<file path="config.mk">
export PLATFORM = sky130hd
export DESIGN_NAME = calc_arbiter
export DESIGN_NICKNAME = d
export VERILOG_FILES = /design/src/rtl/calc_arbiter.sv
export SDC_FILE = /design/constraint.sdc
export NUM_CORES = 1
export LEC_CHECK = 0
export ABC_AREA = 1
export CAP_MARGIN = 20
export CORE_AREA = 2 2 313 315
export DETAILED_ROUTE_END_ITERATION = 10
export DIE_AREA = 0 0 315 317
export SETUP_SLACK_MARGIN = 0.5
export SLEW_MARGIN = 20
export SYNTH_ARGS = -nofsm -noshare
export SYNTH_HDL_FRONTEND = slang
export SYNTH_SLANG_ARGS = --single-unit
export TNS_END_PERCENT = 5
</file>
<file path="constraint.sdc">
create_clock -name clk -period 17.7 [get_ports clk]
set_input_delay 1.77 -clock clk [delete_from_list [all_inputs] [get_ports clk]]
set_output_delay 1.77 -clock clk [all_outputs]
set_load 0.005 [all_outputs]
</file>
<file path="src/rtl/calc_arbiter.sv">
// calc_arbiter: round-robin scheduler that shares one 64-bit integer
// calculator among NUM_REQ requesters. It handles one transaction at a time.
// Divide or modulo by zero and the reserved op code are answered directly
// with an error response; the calculator is not used for them.
//
// Ports:
//   clk, rst                 rising-edge clock, asynchronous active-high reset
//   req_valid / req_ready    per-requester request handshake (ready is a one-hot accept)
//   req_op / req_a / req_b   packed per-requester op code (3b) and operands (64b)
//   calc_start/op/a/b        start pulse and latched operands to the calculator
//   calc_done / calc_result  calculator completion pulse and result
//   rsp_valid / rsp_ready    response handshake
//   rsp_id/rsp_data/rsp_err  requester index, result, error flag
//
// Optional feature: define CALC_TIMEOUT_EN to abort a WAIT that lasts TIMEOUT
// cycles with an error response. When the macro is undefined, WAIT has no
// bound.
module calc_arbiter #(
  parameter int unsigned NUM_REQ = 4,
  parameter int unsigned ID_W    = 2,
  parameter int unsigned TIMEOUT = 64
) (
  input  logic                    clk,
  input  logic                    rst,
  input  logic [NUM_REQ-1:0]      req_valid,
  output logic [NUM_REQ-1:0]      req_ready,
  input  logic [3*NUM_REQ-1:0]    req_op,
  input  logic [64*NUM_REQ-1:0]   req_a,
  input  logic [64*NUM_REQ-1:0]   req_b,
  output logic                    calc_start,
  output logic [2:0]              calc_op,
  output logic [63:0]             calc_a,
  output logic [63:0]             calc_b,
  input  logic                    calc_done,
  input  logic [63:0]             calc_result,
  output logic                    rsp_valid,
  input  logic                    rsp_ready,
  output logic [ID_W-1:0]         rsp_id,
  output logic [63:0]             rsp_data,
  output logic                    rsp_err
);

  localparam int unsigned OP_W   = 3;
  localparam int unsigned DATA_W = 64;

  localparam logic [1:0] S_IDLE  = 2'd0;
  localparam logic [1:0] S_ISSUE = 2'd1;
  localparam logic [1:0] S_WAIT  = 2'd2;
  localparam logic [1:0] S_RESP  = 2'd3;

  localparam logic [OP_W-1:0] OP_DIV = 3'b011;
  localparam logic [OP_W-1:0] OP_MOD = 3'b110;
  localparam logic [OP_W-1:0] OP_RSV = 3'b111;

  // Stop elaboration when the parameter set is not usable.
  if (NUM_REQ < 2 || NUM_REQ > 8 || (1 << ID_W) < NUM_REQ || TIMEOUT < 1) begin : g_bad_param
    $error("calc_arbiter: illegal NUM_REQ/ID_W/TIMEOUT combination");
  end

  logic [1:0]        state_q, state_d;
  logic [ID_W-1:0]   rr_ptr_q, rr_ptr_d;
  logic              calc_start_q, calc_start_d;
  logic [OP_W-1:0]   calc_op_q, calc_op_d;
  logic [DATA_W-1:0] calc_a_q, calc_a_d;
  logic [DATA_W-1:0] calc_b_q, calc_b_d;
  logic              rsp_valid_q, rsp_valid_d;
  logic [ID_W-1:0]   rsp_id_q, rsp_id_d;
  logic [DATA_W-1:0] rsp_data_q, rsp_data_d;
  logic              rsp_err_q, rsp_err_d;

`ifdef CALC_TIMEOUT_EN
  localparam int unsigned CNT_W = $clog2(TIMEOUT + 1);
  logic [CNT_W-1:0] wait_cnt_q, wait_cnt_d;
`endif

  logic              grant_found;
  logic [ID_W-1:0]   grant_idx;
  logic [OP_W-1:0]   sel_op;
  logic [DATA_W-1:0] sel_a;
  logic [DATA_W-1:0] sel_b;
  logic              sel_trap;

  // (base + off) mod NUM_REQ. Both operands are below NUM_REQ, so at most
  // one subtraction is needed.
  function automatic logic [ID_W-1:0] wrap_idx(input logic [ID_W-1:0] base,
                                               input int unsigned    off);
    int unsigned s;
    s = 32'(base) + off;
    if (s >= NUM_REQ) s = s - NUM_REQ;
    return ID_W'(s);
  endfunction

  // Round-robin search: the first valid requester at or after rr_ptr wins.
  always_comb begin
    grant_found = 1'b0;
    grant_idx   = rr_ptr_q;
    for (int unsigned i = 0; i < NUM_REQ; i++) begin
      if (!grant_found && req_valid[wrap_idx(rr_ptr_q, i)]) begin
        grant_found = 1'b1;
        grant_idx   = wrap_idx(rr_ptr_q, i);
      end
    end
  end

  // Operands of the winning requester, and its trap condition.
  always_comb begin
    sel_op   = req_op[32'(grant_idx)*OP_W +: OP_W];
    sel_a    = req_a[32'(grant_idx)*DATA_W +: DATA_W];
    sel_b    = req_b[32'(grant_idx)*DATA_W +: DATA_W];
    sel_trap = (sel_op == OP_RSV) ||
               (((sel_op == OP_DIV) || (sel_op == OP_MOD)) && (sel_b == '0));
  end

  // Next-state logic and the combinational accept pulse.
  always_comb begin
    state_d      = state_q;
    rr_ptr_d     = rr_ptr_q;
    calc_start_d = 1'b0;
    calc_op_d    = calc_op_q;
    calc_a_d     = calc_a_q;
    calc_b_d     = calc_b_q;
    rsp_valid_d  = rsp_valid_q;
    rsp_id_d     = rsp_id_q;
    rsp_data_d   = rsp_data_q;
    rsp_err_d    = rsp_err_q;
    req_ready    = '0;
`ifdef CALC_TIMEOUT_EN
    wait_cnt_d   = wait_cnt_q;
`endif

    case (state_q)
      S_IDLE: begin
        // Gating with rst keeps req_ready low while reset is asserted.
        if (grant_found && !rst) begin
          req_ready[grant_idx] = 1'b1;
          calc_op_d = sel_op;
          calc_a_d  = sel_a;
          calc_b_d  = sel_b;
          rsp_id_d  = grant_idx;
          rr_ptr_d  = wrap_idx(grant_idx, 1);
          if (sel_trap) begin
            rsp_valid_d = 1'b1;
            rsp_err_d   = 1'b1;
            rsp_data_d  = '1;
            state_d     = S_RESP;
          end else begin
            calc_start_d = 1'b1;
            state_d      = S_ISSUE;
          end
        end
      end

      S_ISSUE: begin
        state_d = S_WAIT;
`ifdef CALC_TIMEOUT_EN
        wait_cnt_d = '0;
`endif
      end

      S_WAIT: begin
        if (calc_done) begin
          rsp_valid_d = 1'b1;
          rsp_err_d   = 1'b0;
          rsp_data_d  = calc_result;
          state_d     = S_RESP;
`ifdef CALC_TIMEOUT_EN
        end else if (wait_cnt_q == CNT_W'(TIMEOUT - 1)) begin
          // WAIT has run for TIMEOUT cycles without calc_done. A calc_done
          // that arrives later falls outside WAIT and is ignored.
          rsp_valid_d = 1'b1;
          rsp_err_d   = 1'b1;
          rsp_data_d  = '1;
          state_d     = S_RESP;
        end else begin
          wait_cnt_d = wait_cnt_q + CNT_W'(1);
`endif
        end
      end

      S_RESP: begin
        if (rsp_ready) begin
          rsp_valid_d = 1'b0;
          state_d     = S_IDLE;
        end
      end

      default: state_d = S_IDLE;
    endcase
  end

  // State and output registers.
  always_ff @(posedge clk or posedge rst) begin
    if (rst) begin
      state_q      <= S_IDLE;
      rr_ptr_q     <= '0;
      calc_start_q <= 1'b0;
      calc_op_q    <= '0;
      calc_a_q     <= '0;
      calc_b_q     <= '0;
      rsp_valid_q  <= 1'b0;
      rsp_id_q     <= '0;
      rsp_data_q   <= '0;
      rsp_err_q    <= 1'b0;
    end else begin
      state_q      <= state_d;
      rr_ptr_q     <= rr_ptr_d;
      calc_start_q <= calc_start_d;
      calc_op_q    <= calc_op_d;
      calc_a_q     <= calc_a_d;
      calc_b_q     <= calc_b_d;
      rsp_valid_q  <= rsp_valid_d;
      rsp_id_q     <= rsp_id_d;
      rsp_data_q   <= rsp_data_d;
      rsp_err_q    <= rsp_err_d;
    end
  end

`ifdef CALC_TIMEOUT_EN
  // WAIT-cycle counter.
  always_ff @(posedge clk or posedge rst) begin
    if (rst) wait_cnt_q <= '0;
    else     wait_cnt_q <= wait_cnt_d;
  end
`endif

  assign calc_start = calc_start_q;
  assign calc_op    = calc_op_q;
  assign calc_a     = calc_a_q;
  assign calc_b     = calc_b_q;
  assign rsp_valid  = rsp_valid_q;
  assign rsp_id     = rsp_id_q;
  assign rsp_data   = rsp_data_q;
  assign rsp_err    = rsp_err_q;

endmodule

</file>
==> summary.md, run 1 <==
| Metric | Value |
|---|---|
| Hold buffers post-CTS | `0` |
| Setup Crit Path Kind | `in2out` |
| Vias in the first global route | `16472` |
| Pwr per Cell Area | `216.3 mW/mm^2` |
| Final min period | `7.326 ns` |
| Cts bufs inserted | `29` |
| Cells after DPL | `4061` |
| DRT Wirelength | `85280 um` |
| Mapped Cells | `2115` |
| Max-Slew Margin vs Limit | `28.59%` |
| WP data arrival | `5.56 ns` |
| H-tree depth | `1` |
| Clock tree buffer depth | `3` |
| Antenna violations before repair | `29` |
| RSZ-0062 raised after global routing | `false` |
| Status | `finished, final reports clean` |
| Syn_area_per_cell | `6.254 sq um` |
| Worst skew pair latency | `0.60 ns` |
| DRC | `0` |
| Routed Antenna Nets | `0` |
| Clk sinks | `204` |
| Final RePlAce weighted congestion | `0.9225` |
| Buffers plus inverters on the worst setup path | `3` |
| Fin crit share | `41.39%` |
| Synth unique cells | `27` |
| Critical path required time | `15.93 ns` |
| Largest net degree at the start of global routing | `92` |
| Setup bufs post-CTS | `0` |
| Fmax | `0.1365 GHz` |
| Setup TNS | `0 ns` |
| Synth top area share | `38.60%` |
| Final Hold Viols | `0` |
| Initial core utilization | `13.74%` |
| Commonest non-fill, non-tap cells in the layout | `1111 x nand2_1, 799 x clkdlybuf4s50_1, 204 x dfrtp_1, 182 x nor2_1, 147 x nand3_1` |
| Most frequent CP cell | `nand2_1` |
| Grt total ovfl | `0` |
| Max cap viols | `0` |
| Commonest non-fill, non-tap cell in the layout | `nand2_1` |
| PostCTS Resize Cnt | `0` |
| 1st-iter DRT viols | `1158` |
| DR vias/cell | `4.095` |
| Final setup fails | `0` |
| Seq/Total Area, Yosys | `38.60%` |
| Max Slew Vio Count | `0` |
| Worst path top cell family by delay | `simple AND/OR/NAND/NOR gates` |
| Die ar. | `0.09986 sq mm` |
| CP max FO | `64` |
| First-pass iteration count of the detailed router | `7` |
| Share of layout cells above drive strength 1 | `5.220%` |
| CP peak stage delay | `0.62 ns` |
| Layout Nets | `3420` |
| Chip height | `317 um` |
| VDD IR-drop max | `150.7 uV` |
| Final Non-Filler Cells | `4118` |
| Core region area | `0.09628 sq mm` |
| Total track usage | `16.05%` |
| Mapped Area | `0.01323 sq mm` |
| Top post-synthesis cells by area | `dfrtp_1 39%, nand2_1 32%, nand3_1 5.6%, nor2_1 5.2%, o21ai_0 5.1%` |
| Mapped Nets | `2719` |
| Area delta synth->final | `76.36%` |
| Worst-path cell chain | `clkdlybuf4s50_1 -> nand2_1 -> nand2_1 -> nand2_1 -> nand2_1 -> nand4_2 -> nand2_4 -> nand2_8 -> inv_6 -> ha_1 -> nand2_1 -> nor2_1 -> clkdlybuf4s50_1` |
| Port Buffers | `799` |
| Seq cells post-synth | `204` |
| Largest area contributor in the netlist | `dfrtp_1` |
| Leak | `0.01064 uW` |
| CTS tree | `built` |
| Crit path capture type | `primary output` |
| Final instance area | `0.02333 sq mm` |
| Via count | `16863` |
| Wire per inst | `20.71 um` |
| DP HPWL | `66460 um` |
| Fin Clk Skew | `0.01444 ns` |
| Min-Delay Path Class | `reg2reg` |
| Area after DPL | `0.02235 sq mm` |
| Filler cell count | `10767` |
| Worst Tran Pin Value | `1.071 ns` |
| First-pass GRT wire length | `117200 um` |
| Die X | `315 um` |
| Root buf cell | `clkbuf_16` |
| Worst hold slack | `0.4684 ns` |
| CTS clk-pin slew, worst paths | `0.05 ns` |
| Slowest cell on crit path | `nand2_4` |
| Row count | `114` |
| Startpoint types | `input port` |
| Syn. warnings | `0` |
| Ports | `800` |
per-layer routing:
metal | share of wire [%] | global-route usage (%) | wire length, um
met1 | 39 | 18.81 | 33580
met2 | 49 | 28.20 | 41820
met3 | 8.8 | 4.643 | 7466
met4 | 2.7 | 4.848 | 2306
met5 | 0.13 | 0 | 111
path summary, 6_finish.rpt:
kind                                 to         start  depth (start not counted)  slack (ns)
setup / recovery           req_ready[3]  req_valid[0]                         13       10.37
hold / removal             rsp_data[19]  rsp_data[19]                          2        0.47
setup reg to reg            rsp_data[4]   rr_ptr_q[0]                         21       11.45
hold reg to reg            rsp_data[19]  rsp_data[19]                          2        0.47
max in group asynchronous    calc_a[16]           rst                          3       14.91
min in group asynchronous    calc_b[41]           rst                          2        1.55
power breakdown:
group          leakage (uW)  internal, uW  switching [uW]
clock              0.000474           359             251
sequential          0.00248           713             141
combinational       0.00769          1250            2330
flip-flops by register name, indices dropped and copies added, names as in the netlist:
name	flops
calc_a	64
calc_b	64
calc_op	3
calc_start	1
rr_ptr_q	2
rsp_data	64
rsp_err	1
rsp_id	2
rsp_valid	1
state_q	2
cells in the mapped netlist (all sizes together):
cell type     n
nand2      1117
dfrtp       204
nor2        184
nand3       148
o21ai       144
clkbuf      103
o22ai        65
or2          64
buf          45
inv          26
ha            8
nand4         4
a21oi         1
o211ai        1
o21a          1
worst min-delay path, stage by stage (launching register included):
cell and delay (ns):
dfrtp_1 0.34, nand2_1 0.05, nand2_1 0.04
area by class of cell:
| cell class | instances | area [sq um] | share of cell area (%) |
|---|---|---|---|
| Clock inverter | 14 | 168.9 | 0.7241 |
| Antenna cell | 7 | 17.52 | 0.07510 |
| Sequential cell | 204 | 5105 | 21.88 |
| Timing Repair Buffer | 818 | 8140 | 34.90 |
| Clock buffer | 36 | 792.0 | 3.395 |
| Inverter | 26 | 117.6 | 0.5042 |
| Multi-Input combinational cell | 1737 | 7388 | 31.67 |
| Tap cell | 1276 | 1597 | 6.844 |
stage by stage:
stage | power, uW | utilization [%] | setup slack, ns
detailed placement | 4473 | 23.21 | 9.874
global placement | 4454 | 23.21 | 10.02
CTS | 5127 | 24.21 | 10.37
floorplan | 2961 | - | 9.054
global route | 5527 | 24.22 | 9.987
finish | 5046 | 24.23 | 10.37
kinds of logic (layout without fill, tap and decap cells):
kind of cell	after synthesis	count (layout)	synth area share [%]
buffers and inverters	174	894	5.884
other	0	7	0
DFF	204	204	38.60
and+or+nand+nor	1517	1517	46.09
adders and majority gates	8	8	0.7568
AOI/OAI and AO/OA	212	212	8.675
Power figures use the tool's default switching activity.
==> run 2: changes to the inputs <==
--- a/config.mk
+++ b/config.mk
@@ -7,9 +7,9 @@
 export LEC_CHECK = 0
 export ABC_AREA = 1
 export CAP_MARGIN = 20
-export CORE_AREA = 2 2 313 315
+export CORE_AREA = 2 2 312 314
 export DETAILED_ROUTE_END_ITERATION = 10
-export DIE_AREA = 0 0 315 317
+export DIE_AREA = 0 0 314 316
 export SETUP_SLACK_MARGIN = 0.5
 export SLEW_MARGIN = 20
 export SYNTH_ARGS = -nofsm -noshare
==> constraint.sdc (replaced) <==
create_clock -name clk -period 7.16 [get_ports clk]
set_input_delay 0.716 -clock clk [delete_from_list [all_inputs] [get_ports clk]]
set_output_delay 0.716 -clock clk [all_outputs]
set_load 0.005 [all_outputs]
==> run 2 against run 1 <==
Clock power rose to 2.6 times the previous value. Highest routed layer unchanged. Critical path type is now reg2out. Clock skew up 0.0012 ns. Register-to-register slack worse by 9.4 ns. Hold slack worse by 0.0024 ns.
==> summary.md, run 2 (synthesized netlist as in run 1, its figures left out) <==
| Metric | Value |
|---|---|
| Antenna violations before repair | `34 (was 29)` |
| Root buf cell | `clkbuf_16 (unchanged)` |
| DP HPWL | `65700 um (was 66460 um)` |
| Total power | `12750 uW (was 5046 uW)` |
| CTS tree | `built (unchanged)` |
| Total track usage | `16.05% (about the same)` |
| DRC | `0 (unchanged)` |
| Final RePlAce weighted congestion | `0.8785 (was 0.9225)` |
| VDD IR-drop max | `331.3 uV (was 150.7 uV)` |
| Clk sinks | `204 (unchanged)` |
| Final setup fails | `0 (unchanged)` |
| Max cap viols | `0 (unchanged)` |
| Max Slew Vio Count | `0 (unchanged)` |
| Grt total ovfl | `0 (unchanged)` |
| Area after DPL | `0.02238 sq mm (was 0.02235 sq mm)` |
| Max-Slew Margin vs Limit | `31.64% (was 28.59%)` |
| Row count | `114 (unchanged)` |
| Filler cell count | `10661 (was 10767)` |
| Worst Tran Pin Value | `1.025 ns (was 1.071 ns)` |
| Status | `finished, final reports clean (unchanged)` |
| Cells after DPL | `4065 (was 4061)` |
| Wire per inst | `20.55 um (was 20.71 um)` |
| Setup Slack @ Placement | `1.542 ns (was 9.874 ns)` |
| Min-Delay Path Class | `reg2reg (unchanged)` |
| Worst skew pair latency | `0.61 ns (was 0.60 ns)` |
| Clock tree buffer depth | `3 (unchanged)` |
| Die ar. | `0.09922 sq mm (was 0.09986 sq mm)` |
| Vias in the first global route | `16459 (was 16472)` |
| WP data arrival | `4.51 ns (was 5.56 ns)` |
| Worst Setup Slack, final | `1.930 ns (was 10.37 ns)` |
| Most frequent CP cell | `nand2_1 (unchanged)` |
| Final Non-Filler Cells | `4134 (was 4118)` |
| CP peak stage delay | `0.62 ns (about the same)` |
| H-tree depth | `1 (unchanged)` |
| Final Hold Viols | `0 (unchanged)` |
| CTS clk-pin slew, worst paths | `0.07 ns (was 0.05 ns)` |
| Fin crit share | `73.04%` |
| Ports | `800 (unchanged)` |
| CP max FO | `68 (was 64)` |
| Die X | `314 um (was 315 um)` |
| Chip height | `316 um (was 317 um)` |
| PostCTS Resize Cnt | `0 (unchanged)` |
| Final instance area | `0.02348 sq mm (was 0.02333 sq mm)` |
| Port Buffers | `799 (unchanged)` |
| First-pass iteration count of the detailed router | `5 (was 7)` |
| Hold buffers post-CTS | `0 (unchanged)` |
| Setup bufs post-CTS | `0 (unchanged)` |
| Crit path capture type | `primary output (unchanged)` |
| Leak | `0.01068 uW (was 0.01064 uW)` |
| Fin Clk Skew | `0.01561 ns (was 0.01444 ns)` |
| Cts bufs inserted | `30 (was 29)` |
| Setup TNS | `0 ns (unchanged)` |
| Buffers plus inverters on the worst setup path | `4 (was 3)` |
| Commonest non-fill, non-tap cells in the layout | `1111 x nand2_1, 799 x clkdlybuf4s50_1, 204 x dfrtp_1, 182 x nor2_1, 147 x nand3_1 (unchanged)` |
| Fmax | `0.1912 GHz` |
| Worst path top cell family by delay | `simple AND/OR/NAND/NOR gates (unchanged)` |
| Slowest cell on crit path | `nand2_4 (unchanged)` |
| Largest net degree at the start of global routing | `102 (was 92)` |
| Initial core utilization | `13.78% (was 13.74%)` |
| Core region area | `0.09599 sq mm (was 0.09628 sq mm)` |
| DR vias/cell | `4.118 (was 4.095)` |
| RSZ-0062 raised after global routing | `false (unchanged)` |
| Critical path required time | `6.44 ns (was 15.93 ns)` |
| Area delta synth->final | `77.49% (was 76.36%)` |
| Setup Crit Path Kind | `reg2out (was in2out)` |
| Share of layout cells above drive strength 1 | `5.483% (was 5.220%)` |
| Final min period | `5.230 ns` |
| First-pass GRT wire length | `116800 um (was 117200 um)` |
| 1st-iter DRT viols | `1144 (was 1158)` |
| Via count | `17022 (was 16863)` |
| Routed Antenna Nets | `0 (unchanged)` |
| DRT Wirelength | `84950 um (was 85280 um)` |
| Pwr per Cell Area | `543.3 mW/mm^2 (was 216.3 mW/mm^2)` |
| Startpoint types | `register (was input port)` |
| Commonest non-fill, non-tap cell in the layout | `nand2_1 (unchanged)` |
| Worst-path cell chain | `inv_2 -> nand2_1 -> nand2_1 -> nand2_1 -> nand2_1 -> nand4_2 -> inv_1 -> nand2_1 -> nand2_4 -> buf_4 -> ha_1 -> nand2_1 -> nor2_1 -> clkdlybuf4s50_1 (was clkdlybuf4s50_1 -> nand2_1 -> nand2_1 -> nand2_1 -> nand2_1 -> nand4_2 -> nand2_4 -> nand2_8 -> inv_6 -> ha_1 -> nand2_1 -> nor2_1 -> clkdlybuf4s50_1)` |
| Layout Nets | `3425 (was 3420)` |
==> run 2: worst paths after layout <==
path	start	end	slack [ns]	cells past startpoint
min reg2reg	rsp_data[47]	rsp_data[47]	0.47	2
min	rsp_data[47]	rsp_data[47]	0.47	2
max	rr_ptr_q[0]	req_ready[3]	1.93	14
max in group asynchronous	rst	calc_b[48]	4.73	4
max reg2reg	rr_ptr_q[0]	rsp_data[52]	2.08	23
min in group asynchronous	rst	calc_a[8]	0.55	2
==> run 2: worst register-to-register path: stages (launching register included) <==
cell and delay, ns:
dfrtp_1 0.62, inv_2 0.19, nand2_1 0.10, nand2_1 0.13
nand2_1 0.09, nand2_1 0.11, nor2_2 0.19, nand4_4 0.15
nand2_8 0.52, inv_8 0.36, nand2_1 0.26, nand2_1 0.06
nand2_1 0.05, nand2_1 0.16, nor2_1 0.31, nand2_1 0.10
nor2_1 0.10, nand2_1 0.05, nor2_1 0.28, nand3_1 0.20
nand3_2 0.11, buf_4 0.59, nand3_1 0.19, nand2_1 0.11
==> run 2: area by class of cell <==
type	count	area [sq um]	area share, %
Antenna cell	13	32.53	0.1386
Clock buffer	43	879.6	3.747
Clock inverter	13	186.4	0.7942
Inverter	26	116.4	0.4957
Multi-Input combinational cell	1737	7388	31.47
Sequential cell	204	5105	21.75
Tap cell	1276	1597	6.801
Timing Repair Buffer	822	8170	34.80
==> run 2: report_power, final <==
group | switching (uW) | leakage (uW) | total [uW] | internal (uW)
clock | 636 | 0.000496 | 1600 | 963
sequential | 348 | 0.00248 | 2110 | 1760
combinational | 5920 | 0.00770 | 9040 | 3120
total | 6910 | 0.0107 | 12800 | 5850
==> run 2: layer usage <==
layer / wire (um) / share of wire, % / global-route usage (%)
met2: 41150 / 48 / 27.61
met4: 2141 / 2.5 / 5.176
met3: 6509 / 7.7 / 4.506
met5: 138 / 0.16 / 0
met1: 35010 / 41 / 19.24
==> run 2: stage by stage <==
step	util, %	hold slack, ns
global placement	23.31	0.4530
detailed placement	23.31	0.4572
floorplan	-	0.4636
CTS	24.42	0.4704
global route	24.45	0.4907
finish	24.45	0.4660
==> run 3: changes to the inputs <==
--- a/config.mk
+++ b/config.mk
@@ -7,9 +7,9 @@
 export LEC_CHECK = 0
 export ABC_AREA = 1
 export CAP_MARGIN = 20
-export CORE_AREA = 2 2 312 314
+export CORE_AREA = 2 2 315 317
 export DETAILED_ROUTE_END_ITERATION = 10
-export DIE_AREA = 0 0 314 316
+export DIE_AREA = 0 0 317 319
 export SETUP_SLACK_MARGIN = 0.5
 export SLEW_MARGIN = 20
 export SYNTH_ARGS = -nofsm -noshare
==> constraint.sdc (replaced) <==
create_clock -name clk -period 4.4 [get_ports clk]
set_input_delay 0.44 -clock clk [delete_from_list [all_inputs] [get_ports clk]]
set_output_delay 0.44 -clock clk [all_outputs]
set_load 0.005 [all_outputs]
==> run 3 against run 2 <==
Setup slack worse by 1.4 ns. Global-route usage is 0.84 points lower. Sequential power up 61%. Sequential cell count is the same. Final cell count increased by 0.92%. Hold slack got worse by 0.031 ns. Die area up 1.9%. Core utilization rose by 0.18 points. Power grew 71%. Sequential share of layout area decreased by 0.53 points. Critical endpoint is now req_ready[1]. Largest cell class unchanged. Largest power group unchanged. Highest routed layer unchanged.
==> summary.md, run 3 (synthesized netlist as in run 1, its figures left out) <==
| Metric | Value |
|---|---|
| Comb pwr share | `73.8% (was 70.9%)` |
| Slowest cell on crit path | `clkdlybuf4s50_1 (was nand2_4)` |
| Internal | `10380 uW (was 5847 uW)` |
| Grt total ovfl | `0 (unchanged)` |
| Die X | `317 um (was 314 um)` |
| Net switching component of the power | `11420 uW (was 6906 uW)` |
| Chip height | `319 um (was 316 um)` |
| CTS clk-pin slew, worst paths | `0.06 ns (was 0.07 ns)` |
| RSZ-0062 raised after global routing | `true (was false)` |
| Share of layout cells above drive strength 1 | `7.123% (was 5.483%)` |
| Max cap viols | `0 (unchanged)` |
| Vias in the first global route | `16653 (was 16459)` |
| Row count | `115 (was 114)` |
| Final setup fails | `0 (unchanged)` |
| Wire per inst | `19.85 um (was 20.55 um)` |
| Layout Nets | `3463 (was 3425)` |
| Worst path top cell family by delay | `buffers and inverters (was simple AND/OR/NAND/NOR gates)` |
| DR vias/cell | `4.064 (was 4.118)` |
| Min-Delay Path Class | `in2async (was reg2reg)` |
| DRC | `0 (unchanged)` |
| Ports | `800 (unchanged)` |
| Crit path capture type | `primary output (unchanged)` |
| Final RePlAce weighted congestion | `0.8990 (was 0.8785)` |
| Worst skew pair latency | `0.59 ns (was 0.61 ns)` |
| Commonest non-fill, non-tap cells in the layout | `1102 x nand2_1, 798 x clkdlybuf4s50_1, 202 x dfrtp_1, 178 x nor2_1, 146 x nand3_1 (was 1111 x nand2_1, 799 x clkdlybuf4s50_1, 204 x dfrtp_1, 182 x nor2_1, 147 x nand3_1)` |
| Clock tree buffer depth | `3 (unchanged)` |
| Final min period | `3.823 ns` |
| First-pass iteration count of the detailed router | `5 (unchanged)` |
| 1st-iter DRT viols | `1054 (was 1144)` |
| Fin crit share | `86.89%` |
| Largest net degree at the start of global routing | `148 (was 102)` |
| Root buf cell | `clkbuf_16 (unchanged)` |
| Buffers plus inverters on the worst setup path | `5 (was 4)` |
| Core region area | `0.09770 sq mm (was 0.09599 sq mm)` |
| VDD IR-drop max | `504.6 uV (was 331.3 uV)` |
| Max Slew Vio Count | `0 (unchanged)` |
| Pwr per Cell Area | `905.6 mW/mm^2 (was 543.3 mW/mm^2)` |
| Critical path required time | `3.96 ns (was 6.44 ns)` |
| Total power | `21800 uW (was 12750 uW)` |
| Total track usage | `15.21% (was 16.05%)` |
| Final Hold Viols | `0 (unchanged)` |
| Seq pwr share | `15.6% (was 16.5%)` |
| First-pass GRT wire length | `113500 um (was 116800 um)` |
| Worst hold slack | `0.4347 ns (was 0.4660 ns)` |
| Max-Slew Margin vs Limit | `34.71% (was 31.64%)` |
| Setup Slack @ Placement | `-0.004126 ns (was 1.542 ns)` |
| Hold buffers post-CTS | `0 (unchanged)` |
| Worst-path cell chain | `buf_6 -> nand2_1 -> nand2_2 -> nand2_1 -> nand2_2 -> nand3_1 -> nand2_1 -> nand2_4 -> nand2_8 -> buf_12 -> inv_16 -> buf_12 -> ha_1 -> nand2_1 -> nor2_1 -> clkdlybuf4s50_1 (was inv_2 -> nand2_1 -> nand2_1 -> nand2_1 -> nand2_1 -> nand4_2 -> inv_1 -> nand2_1 -> nand2_4 -> buf_4 -> ha_1 -> nand2_1 -> nor2_1 -> clkdlybuf4s50_1)` |
| Worst Setup Slack, final | `0.5768 ns (was 1.930 ns)` |
| Port Buffers | `799 (unchanged)` |
| CP peak stage delay | `0.56 ns (was 0.62 ns)` |
| DP HPWL | `62440 um (was 65700 um)` |
| Via count | `16955 (was 17022)` |
| Commonest non-fill, non-tap cell in the layout | `nand2_1 (unchanged)` |
| CP max FO | `21 (was 68)` |
| DRT Wirelength | `82830 um (was 84950 um)` |
| Initial core utilization | `13.54% (was 13.78%)` |
| Clk sinks | `204 (unchanged)` |
| WP data arrival | `3.38 ns (was 4.51 ns)` |
| Antenna violations before repair | `18 (was 34)` |
| CTS tree | `built (unchanged)` |
| Area delta synth->final | `81.97% (was 77.49%)` |
| Startpoint types | `register (unchanged)` |
| Setup Crit Path Kind | `reg2out (unchanged)` |
| Routed Antenna Nets | `0 (unchanged)` |
| H-tree depth | `1 (unchanged)` |
| Leak | `0.01099 uW (was 0.01068 uW)` |
| Fmax | `0.2616 GHz` |
| Status | `finished, final reports clean (unchanged)` |
| Clock share of power | `10.6% (was 12.5%)` |
| Setup TNS | `0 ns (unchanged)` |
| Sw Share | `52.38% (was 54.15%)` |
| Die ar. | `0.1011 sq mm (was 0.09922 sq mm)` |
| Final Util | `24.63% (was 24.45%)` |
| Worst Tran Pin Value | `0.9793 ns (was 1.025 ns)` |
| Most frequent CP cell | `nand2_1 (unchanged)` |
| Cts bufs inserted | `27 (was 30)` |
| Fin Clk Skew | `0.009252 ns (was 0.01561 ns)` |
run 3: final cells by class:
class | instances | area (sq um)
Antenna cell | 7 | 17.52
Clock buffer | 37 | 753.2
Clock inverter | 11 | 137.6
Fill cell | 10851 | 73630
Inverter | 26 | 127.6
Multi-Input combinational cell | 1738 | 7483
Sequential cell | 204 | 5107
Tap cell | 1287 | 1610
Timing Repair Buffer | 860 | 8813
Timing Repair inverter | 2 | 17.52
run 3: power by group through the flow:
stage               logic [uW]  registers, uW  clock network (uW)
finish                   16100           3400                2320
global route             17700           3510                2460
CTS                      15600           3400                2400
detailed placement       15100           3400                   0
global placement         15000           3390                   0
floorplan                 8600           3430                   0
run 3: routing by layer:
| metal | vias to the layer above | global-route usage, % | part of all wire [%] |
|---|---|---|---|
| li1 | 8164 | - | - |
| met1 | 7964 | 17.71 | 40 |
| met2 | 704 | 27.06 | 49 |
| met3 | 113 | 3.388 | 7.3 |
| met4 | 10 | 5.346 | 3.0 |
| met5 | - | 0 | 0.065 |
run 3: worst paths after layout:
kind	depth (start not counted)	endpoint	from	slack, ns
max in group asynchronous	4	calc_a[52]	rst	2.57
max reg2reg	27	rsp_data[62]	rr_ptr_q[0]	0.68
min in group clk	2	rsp_data[40]	rsp_data[40]	0.47
max	16	req_ready[1]	rr_ptr_q[0]	0.58
min reg2reg	2	rsp_data[40]	rsp_data[40]	0.47
min	3	calc_start	rst	0.43
run 3: per-stage QoR:
step | cell area, sq um | cells
global placement | 22680 | 4093
finish | 24070 | 4172
detailed placement | 22680 | 4093
floorplan | 13310 | 2115
CTS | 23760 | 4148
global route | 24070 | 4171
run 3: worst register-to-register path: stages, from the launching register on:
cell and delay [ns]:
dfrtp_2 0.43, buf_6 0.15, nand2_1 0.07, nand2_2 0.09, nand2_1 0.10, nand2_2 0.09, nor2_2 0.19, nand4_4 0.19
nand2_8 0.20, buf_12 0.15, buf_4 0.12, inv_6 0.07, nand2_1 0.06, nand2_1 0.05, nand2_1 0.05, nand2_1 0.09
nor2_1 0.16, nand2_1 0.13, nor2_1 0.11, nand2_1 0.11, nor2_4 0.15, buf_4 0.13, nand3_2 0.08, nand3_4 0.19
nand2_8 0.11, buf_12 0.18, nand2_1 0.10, nand2_1 0.05
run 3: timing repair:
item | in CTS | in global routing
resized for setup | 23 | 20
gates cloned | 4 | 4
endpoints found under the setup margin | 72 | 72
pin swaps | 1 | 10
buffers inserted | 3 | 13
endpoints found under the hold margin | 0 | 0
==> RTL edit 1 (config.mk and constraints of run 2) <==
The parameter `NUM_REQ` goes from 4 to 2.
--- a/src/rtl/calc_arbiter.sv
+++ b/src/rtl/calc_arbiter.sv
@@ -17,5 +17,5 @@
 // bound.
 module calc_arbiter #(
-  parameter int unsigned NUM_REQ = 4,
+  parameter int unsigned NUM_REQ = 2,
   parameter int unsigned ID_W    = 2,
   parameter int unsigned TIMEOUT = 64
Ports: changed (5 resized); port bits go from 800 to 534. The function was not compared with the original's and may differ.
==> RTL edit 1 against run 2 <==
- setup slack gained 600 ps
- synthesized cell count is 37% lower
- final area decreased by 25%
- final cell count fell by 25%
- wire length fell by 41%
- count of clock-buffer cells in the layout down 5
- non-clock buffer count decreased by 276
- critical path depth grew 2
- sequential cell count did not move
- core utilization decreased by 6.0 points
- area after synthesis down 24%
- critical path type is now input pin to flop
- critical endpoint is now rsp_data[57]
- largest cell class unchanged
Power is not compared: it rests on default switching activity, and its combinational part moved more than twofold at a synthesized area within 25%.
==> RTL edit 1: results (changes against run 2) <==
[status]
status=finished clean

[synth]
post_synth_num_cell_types=23  ; -15%
synth_fp_nets=1667  ; -39%
ys_top_cells_by_count=sky130_fd_sc_hd__nand2_1 (630), sky130_fd_sc_hd__dfrtp_1 (204), sky130_fd_sc_hd__nand3_1 (192)

[cts]
worst_skew_pair_latency_ps=590  ; -20 ps

[cells_and_area]
fillerInstances=10736  ; +0.70%
net_count_reported_at_finish=2155  ; -37%
fraction_of_final_layout_cells_with_drive_strength_greater_than_1_pct=8.04  ; +2.6 points

[drt]
avgViaCountPerCell=3.47  ; -16%
post_drt_wl_per_cell_um=16.2  ; -21%
postRouteWirelength_um=50400  ; -41%
detail_route.iter0.violations=608  ; -47%

[placement]
port_buffers=533  ; -33%
detailed_place.area_um2=16700  ; -25%
placement.setup.worst_slack_ps=1740  ; +193 ps
detailed_placer_s_ending_hpwl_um=37800  ; -42%
gp_congestion=0.812  ; -7.6%
dp_cells=3064  ; -25%

[grt]
grt.total_usage_pct=9.65  ; -6.4 points
initial_antenna_violation_count=7  ; -79%
number_of_global_route_vias_before_repair=10852  ; -34%

[worst_setup_path]
timing.critical_path.slowest_cell_delay_ps=600  ; -20 ps
crit_path_arrival_time_ps=5090  ; +580 ps
cpMaxStageDelayCell=sky130_fd_sc_hd__buf_4

[timing]
fin_skew_ps=21.9  ; +6.31 ps

-- RTL edit 1: power by group through the flow --
stage	Clock (mW)	Combinational (mW)	Sequential, mW
detailed placement	0	3.36	2.05
floorplan	0	1.44	2.05
global route	1.68	3.67	2.11
global placement	0	3.34	2.04
CTS	1.65	3.37	2.04
finish	1.58	3.28	2.03
-- RTL edit 1: routing by layer --
| metal | vias to the layer above | wire, um | track usage, % | share of wire [%] |
|---|---|---|---|---|
| li1 | 5232 | - | - | - |
| met1 | 5003 | 22100 | 12.3 | 44 |
| met2 | 485 | 22300 | 15.5 | 44 |
| met3 | 80 | 4240 | 2.95 | 8.4 |
| met4 | 6 | 1760 | 3.12 | 3.5 |
| met5 | - | 44 | 0 | 0.087 |
-- RTL edit 1: final timing paths --
check | from | end | slack, ps | cells past startpoint
setup / recovery | req_valid[0] | rsp_data[57] | 2530 | 16
hold / removal | rsp_data[12] | rsp_data[12] | 470 | 2
setup reg to reg | rr_ptr_q[0] | rsp_data[57] | 2710 | 16
hold reg to reg | rsp_data[12] | rsp_data[12] | 470 | 2
max in group asynchronous | rst | rsp_data[19] | 4820 | 3
min in group asynchronous | rst | calc_a[59] | 940 | 2
-- RTL edit 1: cell type report --
cell class / count / area, um^2 / share of cell area, %
well taps: 1276 / 1600 / 9.01
flip-flops and latches: 204 / 5100 / 28.8
diodes: 1 / 2.50 / 0.0141
clock buffers: 38 / 872 / 4.92
multi-input cells: 1016 / 4450 / 25.1
inverters: 22 / 92.6 / 0.523
clock inverters: 14 / 168 / 0.946
repair buffers: 546 / 5430 / 30.7
-- RTL edit 1: cell families (layout without fill, tap and decap cells) --
logic type	after synthesis	in the layout	share of synthesized area, %
fa+ha+maj	3	3	0.376
compound gates	30	30	1.54
other cells	0	1	0
buf+inv	112	620	4.77
simple gates	983	983	42.3
flops	204	204	51.1
==> RTL edit 2 (config.mk and constraints of run 2) <==
Made on the original files. `rsp_data_q` no longer has a reset.
--- a/src/rtl/calc_arbiter.sv
+++ b/src/rtl/calc_arbiter.sv
@@ -200,5 +200,4 @@
       rsp_valid_q  <= 1'b0;
       rsp_id_q     <= '0;
-      rsp_data_q   <= '0;
       rsp_err_q    <= 1'b0;
     end else begin
@@ -211,7 +210,10 @@
       rsp_valid_q  <= rsp_valid_d;
       rsp_id_q     <= rsp_id_d;
-      rsp_data_q   <= rsp_data_d;
       rsp_err_q    <= rsp_err_d;
     end
+  end
+
+  always_ff @(posedge clk) begin
+    rsp_data_q <= rsp_data_d;
   end
 
Formal check against the unedited RTL: not equivalent (a bounded check fails within 4 cycles, from zero or initial values and one cycle with rst high; the reset may be asserted at any time).
==> RTL edit 2 against run 2 <==
- area after synthesis down 4.2%
- power fell by 5.5%
- via count down 8.8%
- sequential cell count unchanged
- clock skew is 1.8 ps lower
- final area fell by 2.2%
- wire length down 8.2%
- sequential share of layout area increased by 1.9 points
- critical path type is now flop to flop
- largest power group unchanged
- core utilization fell by 0.54 points
- first-iteration DRC count is 16% lower
- worst hold slack improved by 10 ps
- final cell count fell by 5.0%
- setup slack got worse by 290 ps
- synthesized cell count down 9.9%
- largest cell class unchanged
==> RTL edit 2: results (changes against run 2) <==
[status]
status=finished clean

[synth]
post_synth_num_cell_types=29  ; +7.4%
ys_top_cells_by_area=sky130_fd_sc_hd__nand2_1 (29%), sky130_fd_sc_hd__dfrtp_1 (28%), sky130_fd_sc_hd__edfxtp_1 (15%)
synthArstFlopShare_pct=68.6  ; -31 points
yosysSeqAreaShare_pct=42.8  ; +4.2 points
number_of_enable_flip_flop_cells_after_synthesis=64  ; +64
ys_top_cells_by_count=sky130_fd_sc_hd__nand2_1 (979), sky130_fd_sc_hd__nor2_1 (181), sky130_fd_sc_hd__dfrtp_1 (140)

[grt]
number_of_global_route_vias_before_repair=15048  ; -8.6%
initial_antenna_violation_count=9  ; -74%
grt_pass1_wl_um=106000  ; -9.2%
grt.total_usage_pct=14.7  ; -1.3 points
grt_start_max_net_pins=134  ; +31%

[cells_and_area]
fraction_of_final_layout_cells_with_drive_strength_greater_than_1_pct=5.92  ; +0.44 points
net_count_reported_at_finish=3233  ; -5.6%

[pwr]
vdd_drop_max_mv=0.312  ; -5.7%
power.leakage_nw=9.92  ; -7.1%

[worst_setup_path]
critical_path_peak_fanout=62  ; -8.8%
crit_type=flop to flop
cpMaxStageDelayCell=sky130_fd_sc_hd__buf_4
crit_path_arrival_time_ps=5780  ; +1270 ps

[drt]
detail_route.iter0.violations=958  ; -16%
routed-via-count=15524  ; -8.8%
post_drt_wl_per_cell_um=19.8  ; -3.4%

[min_path]
hold_start=calc_a[44]

[placement]
detailed_placer_s_ending_hpwl_um=60400  ; -8.1%
gp_congestion=0.912  ; +3.8%

[cts]
cts_buffers=29  ; -3.3%
ctsHtreeMaxLevel=1  ; unchanged

[timing]
fin_skew_ps=13.8  ; -1.83 ps
tightestPinTransition_ps=1010  ; -12.5 ps

==> RTL edit 2: changes by cell type in the layout (fill, tap and decap cells not counted), sizes merged, moves of 2 or more <==
cell and delta:
dfrtp -64, nand2 -131, clkbuf -8, clkinvlp -5, edfxtp +64, nand3 -64
o21ai +2, nor2 -2, diode -12, clkinv +8, inv +8
==> RTL edit 2: worst paths after layout <==
check	slack (ps)	endpoint
worst max-delay path	1640	rsp_data[63]
min in group asynchronous	540	calc_a[31]
worst min register to register	480	calc_a[44]
max in group asynchronous	5390	calc_b[23]
worst min-delay path	480	calc_a[44]
worst max register to register	1640	rsp_data[63]
==> RTL edit 2: logic make-up (layout without fill, tap and decap cells) <==
logic type | after synthesis | count (layout) | share of synthesized area (%)
compound gates | 214 | 214 | 9.18
fa+ha+maj | 8 | 8 | 0.790
buf+inv | 160 | 907 | 5.46
flops | 204 | 204 | 42.8
other cells | 0 | 1 | 0
simple gates | 1319 | 1319 | 41.7
==> RTL edit 2: through the flow <==
step	area (um^2)	worst slack, ps	utilization, %	instances	hold WS, ps
6_report	23000	1640	23.9	3929	476
5_1_grt	23000	1150	23.9	3928	496
4_1_cts	23000	1500	23.9	3928	480
3_5_place_dp	21900	1190	22.9	3874	464
3_3_place_gp	21900	1180	22.9	3874	461
2_1_floorplan	12700	680	-	1905	464
==> RTL edit 2: report_power, final <==
part | internal [mW] | total (mW) | switching (mW)
clock network | 0.923 | 1.56 | 0.633
logic | 2.84 | 8.36 | 5.52
registers | 1.84 | 2.13 | 0.293
==> RTL edit 2: per-layer routing <==
metal	track usage (%)	wire length, um	up-vias
li1	-	-	7494
met1	18.7	33000	7218
met2	24.2	36000	701
met3	4.07	6290	105
met4	4.45	2620	6
met5	0	46	-
==> RTL edit 2: layout make-up <==
cell class / instances / area (um^2)
fill: 10622 / 73000
timing repair buffer: 821 / 8200
multi-input combinational: 1541 / 6580
sequential: 204 / 5430
tap: 1276 / 1600
clock buffer: 35 / 778
clock inverter: 19 / 234
inverter: 32 / 140
antenna: 1 / 2.50
==> RTL edit 2: worst min-delay path: cells and delay by family, from the launching register on <==
family / cells / cell delay (ps)
and+or+nand+nor: 2 / 100
DFF: 1 / 340
